### src/rtl/rx_frame_burster.sv
// Collects FRAME_LEN received words (or a timed-out partial frame) into a local buffer
// and replays them as a valid/ready burst; words arriving mid-burst are dropped and flagged.
module rx_frame_burster #(
  parameter int DATA_W      = 8,
  parameter int FRAME_LEN   = 4,
  parameter int TIMEOUT_CYC = 0
) (
  input  logic              clk,
  input  logic              rst,
  input  logic              rx_dv,
  input  logic [DATA_W-1:0] rx_byte,
  output logic              out_valid,
  input  logic              out_ready,
  output logic [DATA_W-1:0] out_data,
  output logic              out_last,
  output logic              busy,
  output logic              overflow
);

  localparam int CNT_W = $clog2(FRAME_LEN + 1);
  localparam int TO_W  = (TIMEOUT_CYC > 0) ? $clog2(TIMEOUT_CYC + 1) : 1;
  localparam int TO_W1 = TO_W + 1;
  localparam int AW    = (FRAME_LEN > 1) ? $clog2(FRAME_LEN) : 1;
  localparam int DEPTH = 1 << AW;
  localparam logic [CNT_W-1:0] FULL_CNT = CNT_W'(FRAME_LEN);
  localparam logic [TO_W1-1:0] TO_LIM   = TO_W1'(TIMEOUT_CYC);
  localparam logic             TO_EN    = (TIMEOUT_CYC > 0);

  typedef enum logic [0:0] {
    S_FILL  = 1'b0,
    S_BURST = 1'b1
  } state_t;

  state_t            state_q, state_d;
  logic [CNT_W-1:0]  wr_cnt_q, wr_cnt_d;
  logic [CNT_W-1:0]  rd_ptr_q, rd_ptr_d;
  logic [CNT_W-1:0]  len_q, len_d;
  logic [TO_W-1:0]   idle_cnt_q, idle_cnt_d;
  logic [TO_W1-1:0]  idle_inc;
  logic              ovf_q, ovf_d;
  logic              wr_en;
  logic              in_burst;
  logic              at_last;
  logic [DATA_W-1:0] mem_q [DEPTH];

  assign in_burst = (state_q == S_BURST);
  assign at_last  = in_burst && (rd_ptr_q == (len_q - CNT_W'(1)));
  assign idle_inc = {1'b0, idle_cnt_q} + TO_W1'(1);

  // Next-state, counter and pointer logic
  always_comb begin
    state_d    = state_q;
    wr_cnt_d   = wr_cnt_q;
    rd_ptr_d   = rd_ptr_q;
    len_d      = len_q;
    idle_cnt_d = idle_cnt_q;
    ovf_d      = 1'b0;
    wr_en      = 1'b0;
    case (state_q)
      S_FILL: begin
        if (rx_dv) begin
          // an arriving word always beats a timeout firing on the same cycle
          wr_en      = 1'b1;
          wr_cnt_d   = wr_cnt_q + CNT_W'(1);
          idle_cnt_d = {TO_W{1'b0}};
          if (wr_cnt_d == FULL_CNT) begin
            state_d = S_BURST;
            len_d   = FULL_CNT;
          end else begin
            state_d = S_FILL;
          end
        end else if (TO_EN && (wr_cnt_q != {CNT_W{1'b0}})) begin
          if (idle_inc == TO_LIM) begin
            state_d    = S_BURST;
            len_d      = wr_cnt_q;
            idle_cnt_d = {TO_W{1'b0}};
          end else begin
            idle_cnt_d = idle_inc[TO_W-1:0];
          end
        end else begin
          idle_cnt_d = {TO_W{1'b0}};
        end
      end
      S_BURST: begin
        ovf_d = rx_dv;
        if (out_ready) begin
          if (at_last) begin
            state_d    = S_FILL;
            rd_ptr_d   = {CNT_W{1'b0}};
            wr_cnt_d   = {CNT_W{1'b0}};
            idle_cnt_d = {TO_W{1'b0}};
          end else begin
            rd_ptr_d = rd_ptr_q + CNT_W'(1);
          end
        end else begin
          rd_ptr_d = rd_ptr_q;
        end
      end
      default: begin
        state_d    = S_FILL;
        wr_cnt_d   = {CNT_W{1'b0}};
        rd_ptr_d   = {CNT_W{1'b0}};
        idle_cnt_d = {TO_W{1'b0}};
      end
    endcase
  end

  // State, counter and overflow registers
  always_ff @(posedge clk) begin
    if (rst) begin
      state_q    <= S_FILL;
      wr_cnt_q   <= {CNT_W{1'b0}};
      rd_ptr_q   <= {CNT_W{1'b0}};
      len_q      <= {CNT_W{1'b0}};
      idle_cnt_q <= {TO_W{1'b0}};
      ovf_q      <= 1'b0;
    end else begin
      state_q    <= state_d;
      wr_cnt_q   <= wr_cnt_d;
      rd_ptr_q   <= rd_ptr_d;
      len_q      <= len_d;
      idle_cnt_q <= idle_cnt_d;
      ovf_q      <= ovf_d;
    end
  end

  // Frame buffer; contents are never visible outside a burst so it needs no reset
  always_ff @(posedge clk) begin
    if (wr_en) begin
      mem_q[wr_cnt_q[AW-1:0]] <= rx_byte;
    end
  end

  // Output decode from registered state and buffer only
  always_comb begin
    out_valid = in_burst;
    busy      = in_burst;
    out_last  = at_last;
    overflow  = ovf_q;
    if (in_burst) begin
      out_data = mem_q[rd_ptr_q[AW-1:0]];
    end else begin
      out_data = {DATA_W{1'b0}};
    end
  end

endmodule

### config.mk
export PLATFORM = sky130hd
export DESIGN_NAME = rx_frame_burster
export DESIGN_NICKNAME = d
export VERILOG_FILES = /design/src/rtl/rx_frame_burster.sv
export SDC_FILE = /design/constraint.sdc
export NUM_CORES = 1
export LEC_CHECK = 0
export ABC_CLOCK_PERIOD_IN_PS = 3700
export BUFFER_PORTS_ARGS = -buffer_cell sky130_fd_sc_hd__buf_4
export CORE_ASPECT_RATIO = 1.4
export CORE_MARGIN = 2
export CORE_UTILIZATION = 30
export DETAILED_ROUTE_END_ITERATION = 12
export GPL_ROUTABILITY_DRIVEN = 1
export HOLD_SLACK_MARGIN = 0.15
export PLACE_DENSITY = 0.53
export REMOVE_ABC_BUFFERS = 1
export SKIP_LAST_GASP = 1
export SYNTH_ARGS = -nofsm -noshare
export SYNTH_HDL_FRONTEND = slang
export SYNTH_SLANG_ARGS = --single-unit
### constraint.sdc
create_clock -name clk -period 3.7 [get_ports clk]
set_input_delay 0.555 -clock clk [delete_from_list [all_inputs] [get_ports clk]]
set_output_delay 0.555 -clock clk [all_outputs]
set_load 0.02 [all_outputs]
==> impl_metrics.py <==
metrics = {
    "route": {
        "via_per_inst": 4.70,
        "num_vias": 964,
        "drt-initial-drc-count": 34,
        "firstDrtPassIters": 6,
        "wl_per_cell_um": 14.4,
        "detail-route-antenna-nets": 0,
        "finalWirelength_um": 2950,
        "drc_errors": 0,
    },
    "setup_path": {
        "critPathLaunchType": "flip-flop",
        "arrival_ns": 1.85,
        "worstPathMaxFanout": 8,
        "critical_path_class": "flip-flop to output pin",
        "required_ns": 3.14,
        "cp-end-kind": "output pin",
    },
    "synthesis": {
        "synth.distinct_cells": 24,
        "synth-compound-area-share_pct": 4.60,
        "synth_mux_area_share_pct": 10.4,
        "synth_adder_area_share_pct": 4.31,
        "synth-seq-cells": 43,
        "synth_top_family_by_area": "multiplexers",
        "syn-cell-area_um2": 1740,
        "syn_area_per_cell_um2": 15.7,
        "synthSimpleGateAreaFrac_pct": 9.49,
        "synth-xor-area-share_pct": 1.01,
        "synthCells": 111,
        "yosysWarnings": 0,
        "synth_seq_area_share_pct": 67.9,
    },
    "timing": {
        "finalHoldViolCount": 0,
        "fin_crit_sh_pct": 64.9,
        "worstMarginPinSlew_ns": 0.567,
        "finalSetupViolCount": 0,
        "final.setup.tns_ns": 0,
        "max_slew_margin_pct": 62.2,
        "fin_crit_ns": 2.40,
        "setup_slack_ns": 1.30,
        "fmax_mhz": 416,
        "skew_ns": 0.00179,
        "grt_setup_unrepaired": "no",
        "slew_violations": 0,
    },
    "final_layout": {
        "final_area_um2": 2100,
        "areaGrowthSynthToFinish_pct": 20.7,
        "n_antenna_cell": 0,
        "finalNonFillerCells": 205,
        "fin_nets": 154,
        "layout-drive-gt1-share_pct": 27.7,
    },
    "clocking": {
        "cts_setup_buffers": 0,
        "insertion_delay_ns": 0.29,
        "cts_resized": 0,
        "tritoncts": "done",
        "cts_made_buffers": 5,
        "path_clk_slew_ns": 0.08,
        "root_buffer": "clkbuf_8",
        "hold_buffers": 0,
        "cts.sinks": 43,
        "cts_max_level": 2,
        "cts_buffer_depth": 2,
    },
    "global_route": {
        "grt_pass1_vias": 1005,
        "grt_max_degree": 19,
        "grt_pass1_wl_um": 4870,
        "grt_overflow": 0,
        "antenna_found_initial": 0,
        "grt_util_all_layers_pct": 10.5,
    },
    "power": {
        "irDropWorstVdd_mv": 0.286,
        "p_per_area_nw_per_um2": 474,
        "power_uw": 996,
        "total_leakage_power_uw": 0.000746,
    },
    "placed_design": {
        "placedCellCount": 197,
        "hpwl_um": 2130,
        "io_buffers": 23,
        "dpl-instance-area_um2": 1970,
        "routabilityCongestion": 0.687,
        "dp_worst_setup_slack_ns": 1.56,
    },
    "floorplan": {
        "io_pins": 24,
        "die_area_um2": 6430,
        "initial_utilization_pct": 31.3,
        "die_h_um": 94.1,
        "chipWidth_um": 68.4,
        "rows": 32,
        "core_area_um2": 5570,
    },
    "flow_run": {
        "cap_viol_max_count": 0,
    },
    "run_status": {
        "outcome": "completed",
    },
    "hold_path": {
        "min_path_type": "input pin to flip-flop",
    },
}
==> final timing paths <==
check / from / endpoint / slack (ns) / cells after the start
max: flip-flop / out_data[5] / 1.30 / 3
min: rx_byte[7] / mem_q[2][7] / 0.46 / 1
max reg2reg: busy / mem_q[3][6] / 1.91 / 2
min reg2reg: len_q[2] / len_q[2] / 0.48 / 2
==> cells in the mapped netlist, drive strengths merged <==
master,number,area (µm²)
xor2,1,8.76
xnor2,1,8.76
inv,3,11.3
nand2,7,26.3
a211oi,1,7.51
and2,13,81.3
o21ai,3,15.0
a21oi,7,35.0
nor2b,2,12.5
nand3,3,15.0
or3,2,12.5
clkbuf,3,11.3
o211ai,2,15.0
edfxtp,32,961
nand2b,1,6.26
buf,2,18.8
nor2,1,3.75
mux4,8,180
nand3b,1,7.51
ha,6,75.1
dfxtp,11,220
o21a,1,7.51
==> kinds of logic after synthesis <==
| logic type | after synthesis |
|---|---|
| flops | 43 |
| mux | 8 |
| buf+inv | 8 |
| fa+ha+maj | 6 |
| xor+xnor | 2 |
| compound gates | 14 |
| simple gates | 30 |
==> registers in the layout, summed over array words and instances (netlist names), named ones only <==
register,cells
overflow,1
mem_q,32
busy,1
rd_ptr_q,3
wr_cnt_q,3
len_q,1
==> area by class of cell <==
class                           count  area (µm²)
Fill cell                         530        3460
Tap cell                           68        85.1
Inverter                            3        11.3
Multi-Input combinational cell     60         518
Sequential cell                    43        1180
Timing Repair Buffer               23         173
Clock inverter                      2        60.1
Clock buffer                        6        72.6
==> power breakdown <==
part           total (µW)  internal, µW  switching [µW]
combinational        37.7          17.8            19.9
sequential            538           533            5.15
clock                 421           270             151
==> metrics by stage <==
| stage | hold slack, ns | utilization, % |
|---|---|---|
| detailed placement | 0.469 | 35.4 |
| finish | 0.463 | 37.7 |
| global route | 0.448 | 37.7 |
| CTS | 0.457 | 37.7 |
| floorplan | 0.441 | - |
| global placement | 0.454 | 35.4 |
==> worst max-delay path: stages (launching register included) <==
cell,delay (ns)
dfxtp_1,0.67
mux4_2,0.56
and2_1,0.18
buf_4,0.15
==> layer usage <==
metal  wire [µm]  vias to the layer above  GRT usage [%]
met4          45                        0           5.50
met3         141                        5           2.16
met2        1500                       39           17.2
li1            -                      459              -
met1        1260                      461           12.7
met5           0                        -              0
==> layout by cell type, fill, tap and decap left out <==
master / count
edfxtp_1: 32
buf_4: 23
and2_1: 13
dfxtp_1: 11
mux4_2: 8
nand2_1: 7
a21oi_1: 7
ha_1: 6
clkbuf_8: 5
inv_1: 3
nand3_1: 3
nor2b_1: 2
or3_1: 2
o21ai_0: 2
o211ai_1: 2
bufinv_16: 2
xnor2_1: 1
nand3b_1: 1
o21ai_1: 1
xor2_1: 1
nand2b_1: 1
o21a_1: 1
a211oi_1: 1
nor2_1: 1
clkbuf_1: 1
Power figures use the tool's default switching activity.
